## src/rtl/blink_monitor_pkg.sv

```systemverilog
// blink_monitor_pkg: FSM state encoding shared by the monitor and its bench
package blink_monitor_pkg;
  typedef enum logic [1:0] {IDLE = 2'd0, ARM = 2'd1, TRACK = 2'd2} state_e;
endpackage

```

## src/rtl/blink_monitor_sync_edge.sv

```systemverilog
// sync_edge: two-flop synchronizer plus delay stage; flags a transition of d
module sync_edge (
  input  logic clk,
  input  logic rst_n,
  input  logic d,
  output logic edge_pulse
);
  logic [2:0] sh_q;
  // bits 0..1 synchronize d, bit 2 delays the synchronized value by one cycle
  always_ff @(posedge clk or negedge rst_n)
    if (!rst_n) sh_q <= '0;
    else sh_q <= {sh_q[1:0], d};
  assign edge_pulse = sh_q[2] ^ sh_q[1];
endmodule

```

## src/rtl/blink_monitor.sv

```systemverilog
// blink_monitor: measures half-periods of a toggling signal and tracks lock/error
module blink_monitor
  import blink_monitor_pkg::*;
#(
  parameter int FREQ = 50_000_000,
  parameter int TOL = FREQ / 100,
  parameter int LOCK_N = 2,
  localparam int CW = $clog2(FREQ + TOL + 1)
) (
  input  logic          clk,
  input  logic          rst_n,
  input  logic          enable,
  input  logic          signal_in,
  input  logic          clr_err,
  output logic          edge_pulse,
  output logic [CW-1:0] half_period,
  output logic          period_valid,
  output logic          lock,
  output logic          err
);
  localparam int GW = $clog2(LOCK_N + 1);
  localparam logic [CW-1:0] LO = CW'(FREQ - TOL);
  localparam logic [CW-1:0] HI = CW'(FREQ + TOL);
  localparam logic [CW-1:0] TMO = CW'(FREQ + TOL - 1);
  localparam logic [GW-1:0] GMAX = GW'(LOCK_N);
  state_e state_q;
  logic [CW-1:0] cnt_q, half_q;
  logic [GW-1:0] good_q;
  logic edge_q, pv_q, lock_q, err_q;
  logic edge_w, in_win;
  logic [CW-1:0] meas_d;
  logic [GW-1:0] good_d;
  sync_edge u_sync (.clk(clk), .rst_n(rst_n), .d(signal_in), .edge_pulse(edge_w));
  assign meas_d = cnt_q + CW'(1);
  assign in_win = meas_d >= LO && meas_d <= HI;
  assign good_d = good_q == GMAX ? good_q : good_q + GW'(1);
  // the FSM sees the edge in the same cycle it is registered onto edge_pulse,
  // so period_valid lines up with edge_pulse; an error later in the block overrides clr_err
  always_ff @(posedge clk or negedge rst_n)
    if (!rst_n) begin
      state_q <= IDLE;
      cnt_q <= '0;
      half_q <= '0;
      good_q <= '0;
      edge_q <= 1'b0;
      pv_q <= 1'b0;
      lock_q <= 1'b0;
      err_q <= 1'b0;
    end else begin
      edge_q <= edge_w;
      pv_q <= 1'b0;
      if (clr_err) err_q <= 1'b0;
      if (!enable) begin
        state_q <= IDLE;
        cnt_q <= '0;
        good_q <= '0;
        lock_q <= 1'b0;
      end else
        case (state_q)
          IDLE: state_q <= ARM;
          ARM:
            if (edge_w) begin
              state_q <= TRACK;
              cnt_q <= '0;
            end
          TRACK:
            if (edge_w) begin
              cnt_q <= '0;
              half_q <= meas_d;
              pv_q <= 1'b1;
              good_q <= in_win ? good_d : '0;
              lock_q <= in_win && good_d == GMAX;
              if (!in_win) err_q <= 1'b1;
            end else if (cnt_q == TMO) begin
              state_q <= ARM;
              cnt_q <= '0;
              good_q <= '0;
              lock_q <= 1'b0;
              err_q <= 1'b1;
            end else cnt_q <= cnt_q + CW'(1);
          default: state_q <= IDLE;
        endcase
    end
  assign edge_pulse = edge_q;
  assign half_period = half_q;
  assign period_valid = pv_q;
  assign lock = lock_q;
  assign err = err_q;
endmodule
```

## config.mk

```make
export PLATFORM = sky130hd
export DESIGN_NAME = blink_monitor
export DESIGN_NICKNAME = d
export VERILOG_FILES = /design/src/rtl/blink_monitor_pkg.sv /design/src/rtl/blink_monitor_sync_edge.sv /design/src/rtl/blink_monitor.sv
export SDC_FILE = /design/constraint.sdc
export NUM_CORES = 1
export LEC_CHECK = 0
export CAP_MARGIN = 20
export CORE_MARGIN = 4
export CORE_UTILIZATION = 50
export DETAILED_ROUTE_END_ITERATION = 7
export HOLD_SLACK_MARGIN = 0.02
export PLACE_DENSITY = 0.68
export SLEW_MARGIN = 20
export SYNTH_ARGS = -nofsm -noshare
export SYNTH_HDL_FRONTEND = slang
export SYNTH_HIERARCHICAL = 1
export SYNTH_SLANG_ARGS = --single-unit
```

## constraint.sdc

```tcl
create_clock -name clk -period 3.7 [get_ports clk]
set_input_delay 0.555 -clock clk [delete_from_list [all_inputs] [get_ports clk]]
set_output_delay 0.555 -clock clk [all_outputs]
set_load 0.01 [all_outputs]
```

==> Flow_metrics.wiki, run 1 <==
{| class="wikitable"
! Metric !! Value
|-
| Top area cells in the synthesized netlist || dfrtp_1, o21ai_0, nand2_1, xnor2_1, clkbuf_1
|-
| Area added between synthesis and finish || 15.1%
|-
| Antenna fix cells || 0
|-
| WS Path Type || flop to flop
|-
| Post-CTS resize count || 0
|-
| Overall via count from detail_route || 3050
|-
| Die outline area || 8520 sq um
|-
| Async SR Flop Fraction || 100%
|-
| Boundary pin count || 35
|-
| Most crowded layer after global routing || met2
|-
| Min Tclk post-route || 3.38 ns
|-
| Global-route wire length before repair || roughly 15 mm
|-
| Actual transition at the worst max-transition pin || 1.03 ns
|-
| CTS buffer count || 9
|-
| Overall routed net length || 8.69 mm
|-
| Max-Slew Margin vs Limit || between 30% and 40%
|-
| Met2 layer usage reported by global route || 35.3%
|-
| Critical path's slowest cell || or4_1
|-
| Syn avg cell area || between 8 and 9 sq um
|-
| Post-synthesis xor/xnor area fraction || 6.41%
|-
| Element type at the critical path start || flop
|-
| Detailed-placement wirelength estimate || 6.38 mm
|-
| Mux contribution to synthesized area || 0.563%
|-
| Initial Utilization || 52.0%
|-
| Number of antenna violations at the first check in global routing || 0
|-
| Vias in the first global route || 2920
|-
| Largest net degree at the start of global routing || 34
|-
| Crit-path cells || ha_1 > nand3_1 > or4_1 > xor2_1 > nand2_1 > o41ai_1 > a41oi_1 > o32a_1 > a211o_1
|-
| Clk Latency, worst-skew pair || ~0.34 ns
|-
| Reg power frac || 53.6%
|-
| # setup viols final || 0
|-
| Biggest cell delay along the critical path || ~0.50 ns
|-
| Wire length per cell after detailed routing || 16.2 microns
|-
| Global route total overflow || 0
|-
| Post-CTS setup buffer count || 0
|-
| Count of antenna-violating nets left after detailed routing || 0
|-
| Mapped Area || 3550 sq um
|-
| Skew final || 0.0106 ns
|-
| Critical path buffers and inverters || 0
|-
| Worst EP required || 3.92 ns
|-
| Sum Neg Setup Slack || 0 ns
|-
| Final Hold Violating Endpoints || 0
|-
| Routed via count divided by cell count || 5.69
|-
| Met3 track demand over resource in global routing || under 10%
|-
| Psw || 0.328 mW
|-
| Final Core Density || 59.9%
|-
| H-tree lvl count || 3
|-
| CTS tree || built
|-
| Distinct cell type count after synthesis || 54
|-
| Clock root cell || clkbuf_8
|-
| Global router's overall resource usage || a little over a fifth
|-
| Number of register bits inferred by synthesis || 62
|-
| Fraction of post-synthesis cell area in the top cell type by area || approximately 44%
|-
| Endpoint type of the worst setup path || flop
|-
| Simple-gate share of the synthesized area || a little over a quarter
|-
| Unrepaired setup endpoints after global routing || false
|-
| Placer congestion estimate || 0.925
|-
| Max Cap Viol || 0
|-
| Internal power contribution || 0.998 mW
|-
| Outcome || finished, final reports clean
|-
| Gate family responsible for the most delay along the worst path || compound AO/OA/AOI/OAI gates
|-
| CP Max Fanout || 11
|-
| FMAX || 296 MHz
|-
| Pwr per Cell Area || 324 nW/um^2
|-
| Most frequently used flop master after synthesis || dfrtp_1
|-
| Comb power frac || 8.5%
|-
| Clock-pin slew reported for the worst setup and hold paths after clock tree synthesis || 0.07 ns
|-
| Std cell rows || 30
|-
| Period utilisation layout || 91.4%
|-
| Standby leakage power || 1.58 nW
|-
| Met1 layer usage reported by global route || between 20% and 30%
|-
| Number of remaining DRC errors || 0
|-
| Data arrival at the endpoint of the critical path || 3.60 ns
|-
| Warning count from the yosys run || 6
|-
| Hold buffer count at cts || 0
|-
| Max Transition Viols Final || 0
|-
| Worst min path class || primary input to asynchronous set/reset pin
|-
| Synthesized instance count || 417
|-
| Pre-antenna DRT Iters || 4
|-
| CTS Buffer Depth || 2
|-
| Synth Area in Adders || 1.06%
|-
| Count of routing violations after the opening detailed-route iteration || 160
|-
| Die extent in y || just over 90 microns
|-
| Combinational family with the most area after synthesis || simple AND/OR/NAND/NOR gates
|-
| Compound-cell area share of the yosys netlist || 17.3%
|-
| Number of enable flip-flop cells after synthesis || 0
|-
| Layout cell share with drive strength beyond 1 || under 10%
|-
| Number of buffer cells added on primary ports || 34
|-
| Overall die width || about 90 microns
|-
| Switching Share || 24.7%
|-
| Maximum vdd drop || 0.257 mV
|-
| Clock sink count || 62
|-
| Clock power frac || about 38%
|-
| Core Region || a little under 7000 sq um
|-
| Cell type contributing the most total cell area after synthesis || dfrtp_1
|-
| Register-to-register setup slack || 0.32 ns
|-
| Register area share after synthesis || between 40% and 50%
|-
| Total number of nets in the final design || approximately 450
|-
| Post-Synthesis Net Count || 425
|}
[routing by layer]
layer | up-vias | wire (microns)
li1 | 1515 | -
met1 | 1459 | 4180
met2 | 66 | 4050
met3 | 10 | 319
met4 | 0 | 138
met5 | - | 0
[state kept, by name, indices dropped and copies added (netlist names)]
| signal | flops |
|---|---|
| cnt_q | 26 |
| edge_pulse | 1 |
| err | 1 |
| period_valid | 1 |
| half_period | 26 |
| state_q | 2 |
| good_q | 2 |
| u_sync/sh_q | 3 |
[metrics by stage]
| stage | instances | hold slack [ns] | instance area (sq um) | worst slack (ns) | power [mW] |
|---|---|---|---|---|---|
| final | 536 | 0.275 | 4090 | 0.319 | 1.33 |
| after global routing | 536 | 0.310 | 4090 | 0.163 | 1.38 |
| after CTS | 536 | 0.276 | 4090 | 0.348 | 1.34 |
| after detailed placement | 522 | 0.346 | 3940 | 0.376 | 0.838 |
| after global placement | 522 | 0.338 | 3940 | 0.422 | 0.837 |
| after floorplan | 417 | 0.259 | 3550 | 0.856 | 0.772 |
[logic make-up after synthesis]
logic type / Yosys count
AOI/OAI and AO/OA: 103
xor gates and xnor gates: 26
adders and majority gates: 3
buffers and inverters: 43
DFF: 62
muxes: 2
and+or+nand+nor: 178
[power by group through the flow]
stage                     clock [mW]  combinational [mW]  sequential (mW)
after floorplan                    0              0.0436            0.728
final                          0.502               0.113            0.711
after CTS                      0.516               0.115            0.711
after detailed placement           0               0.114            0.724
after global placement             0               0.114            0.722
after global routing           0.541               0.127            0.714
[cell usage after synthesis, drive strengths merged, types with 2 or more instances]
library cell	count
and2	3
or3	4
nor4b	3
and3	4
o41ai	3
nor3	10
nor4	11
ha	3
nor2b	3
nor2	19
nand3	17
dfrtp	62
nand4	9
mux2i	2
o21ai	59
a21oi	8
o31a	2
nand3b	2
o31ai	11
buf	8
nor3b	4
or4	5
nand2	76
nand2b	4
a31oi	4
xor2	7
inv	8
o22ai	3
xnor2	19
a211o	2
clkbuf	26
[worst paths after layout]
path / to / depth (start not counted) / from
min: half_period[17] / 1 / rst_n
max in group asynchronous: half_period[2] / 2 / rst_n
min reg2reg: u_sync/sh_q[1] / 0 / u_sync/sh_q[0]
max: err / 9 / cnt_q[0]
max reg2reg: err / 9 / cnt_q[0]
min in group clk: u_sync/sh_q[1] / 0 / u_sync/sh_q[0]
[cell type report]
class | instances | area [sq um]
fill | 601 | 2740
tap | 96 | 120
sequential | 62 | 1550
clock buffer | 12 | 145
clock inverter | 2 | 10.0
inverter | 9 | 33.8
timing repair buffer | 43 | 403
multi-input combinational | 312 | 1830
[cells in the final DEF, fill, tap and decap left out, drive strengths merged, types with 11 or more instances in the layout]
cell and n:
xnor2 19, nor2 19, clkbuf 12, nor4 11
clkdlybuf4s50 33, nand3 17, nand2 76, dfrtp 62
o31ai 11, o21ai 59
Note: power is estimated with default switching activity, not from simulation.
==> run 2, diff against run 1 <==
HOLD_SLACK_MARGIN = 0.12   (was 0.02)
==> results of run 2 <==
The final DEF is identical to that of run 1; final timing and power are the same.
==> run 3, diff against run 2 <==
GPL_ROUTABILITY_DRIVEN = 0   (was default)
==> Flow_metrics.wiki, run 3 (same netlist as run 1, synthesis figures left out) <==
{| class="wikitable"
! Metric !! Value
|-
| Die extent in y || a little over 90 microns
|-
| Unrepaired setup endpoints after global routing || false
|-
| Gate family responsible for the most delay along the worst path || compound AO/OA/AOI/OAI gates
|-
| Overall via count from detail_route || 3087
|-
| Number of antenna violations at the first check in global routing || 0
|-
| Die outline area || 8520 sq um
|-
| FMAX || 292 MHz
|-
| Routed via count divided by cell count || 5.75
|-
| Worst slack at placement || 0.383 ns
|-
| Data arrival at the endpoint of the critical path || 3.66 ns
|-
| Final worst setup slack || 0.274 ns
|-
| Hold buffer count at cts || 0
|-
| Maximum vdd drop || 0.232 mV
|-
| Count of cells along the worst register-to-register path || 8
|-
| Element type at the critical path start || flop
|-
| Critical path buffers and inverters || 0
|-
| Skew final || 0.00810 ns
|-
| Initial Utilization || 52.0%
|-
| Final Hold Violating Endpoints || 0
|-
| Total number of nets in the final design || around 440
|-
| Count of routing violations after the opening detailed-route iteration || 233
|-
| Crit-path cells || nand3_1 > or4_1 > xor2_1 > nand2_1 > o41ai_1 > a41oi_1 > o32a_1 > a211o_1
|-
| Worst EP required || 3.93 ns
|-
| Count of fill cells added during filler insertion || between 600 and 700
|-
| Number of buffer cells added on primary ports || 34
|-
| CTS buffer count || 9
|-
| Clock-pin slew reported for the worst setup and hold paths after clock tree synthesis || 0.07 ns
|-
| CTS tree || built
|-
| Critical path's slowest cell || dfrtp_1
|-
| Cell count after placement || 521
|-
| Outcome || finished, final reports clean
|-
| Sum Neg Setup Slack || 0 ns
|-
| CTS Buffer Depth || 2
|-
| Number of remaining DRC errors || 0
|-
| Actual transition at the worst max-transition pin || 1.13 ns
|-
| Min Tclk post-route || roughly 3.4 ns
|-
| Count of antenna-violating nets left after detailed routing || 0
|-
| Clock root cell || clkbuf_8
|-
| Overall die width || just over 90 microns
|-
| Max Transition Viols Final || 0
|-
| WS Path Type || flop to flop
|-
| Layout cell share with drive strength beyond 1 || under 10%
|-
| Vias in the first global route || 2886
|-
| Antenna fix cells || 0
|-
| # setup viols final || 0
|-
| Multi-input logic area || roughly 1800 sq um
|-
| Area added between synthesis and finish || 17.1%
|-
| Global route total overflow || 0
|-
| Tot Pwr || about 1.5 mW
|-
| Wire length per cell after detailed routing || 15.9 microns
|-
| Number of standard cells in the layout, taps in and fillers out || between 500 and 600
|-
| Largest net degree at the start of global routing || 39
|-
| Detailed-placement wirelength estimate || ~6 mm
|-
| FF-to-FF End || err
|-
| Biggest cell delay along the critical path || 0.65 ns
|-
| Worst Hold Margin || a little under 0.2 ns
|-
| CP Max Fanout || 15
|-
| Period utilisation layout || 92.6%
|-
| Max Cap Viol || 0
|-
| Leading cell type in the layout, fill and taps excluded || nand2_1
|-
| Global router's overall resource usage || 21.2%
|-
| Max-Slew Margin vs Limit || between 20% and 30%
|-
| Overall routed net length || 8.55 mm
|-
| Clk Latency, worst-skew pair || 0.34 ns
|-
| Post-CTS setup buffer count || 0
|-
| Boundary pin count || 35
|-
| Global-route wire length before repair || about 14 mm
|-
| Launch instance of the worst register-to-register path || cnt_q[5]
|-
| Post-CTS resize count || 0
|-
| Top library cells by usage in the layout, fill and taps aside || nand2_1, dfrtp_1, o21ai_0, clkdlybuf4s50_1
|-
| Core Region || 6830 sq um
|-
| Pwr per Cell Area || roughly 360 nW/um^2
|-
| Standby leakage power || 1.61 nW
|-
| Worst min path class || primary input to asynchronous set/reset pin
|-
| Std cell rows || 30
|-
| Register-to-register setup slack || 0.27 ns
|-
| Pre-antenna DRT Iters || 5
|-
| H-tree lvl count || 3
|-
| Clock sink count || 62
|-
| Area taken by flip-flops and latches || ~1600 sq um
|-
| Endpoint type of the worst setup path || flop
|}
[run 3: changes by cell type in the layout (fill, tap and decap cells not counted)]
cell	previous run	this run
clkinv_2	2	1
clkbuf_8	10	12
bufinv_16	0	2
clkbuf_1	2	1
buf_4	9	8
[run 3: worst max path at each step]
stage / from / end / cells after the start
final: cnt_q[5] / err / 8
after global routing: cnt_q[0] / err / 9
after CTS: cnt_q[0] / err / 9
after detailed placement: cnt_q[0] / err / 9
after global placement: cnt_q[5] / err / 8
after floorplan: cnt_q[0] / err / 10
[run 3: cell type report]
type	count	area share, %
Sequential cell	62	37.3
Multi-Input combinational cell	312	43.9
Timing Repair Buffer	42	9.50
Tap cell	96	2.89
Clock buffer	13	4.06
Inverter	9	0.812
Clock inverter	3	1.56
[run 3: metrics by stage]
step	util [%]	cell area (sq um)
finish	60.9	4160
detailed placement	57.5	3930
CTS	60.9	4160
global route	60.9	4160
floorplan	-	3550
global placement	57.5	3930
[run 3: per-layer routing]
layer  share of wire (%)  GRT usage [%]
met5                   0              0
met4                 1.6           6.93
met3                 4.3           3.41
met2                  47           35.4
met1                  47           28.1
[run 3: power by group]
group          switching [mW]  internal (mW)
logic                  0.0647         0.0485
clock network           0.261          0.434
registers              0.0128          0.697
total                   0.339           1.18
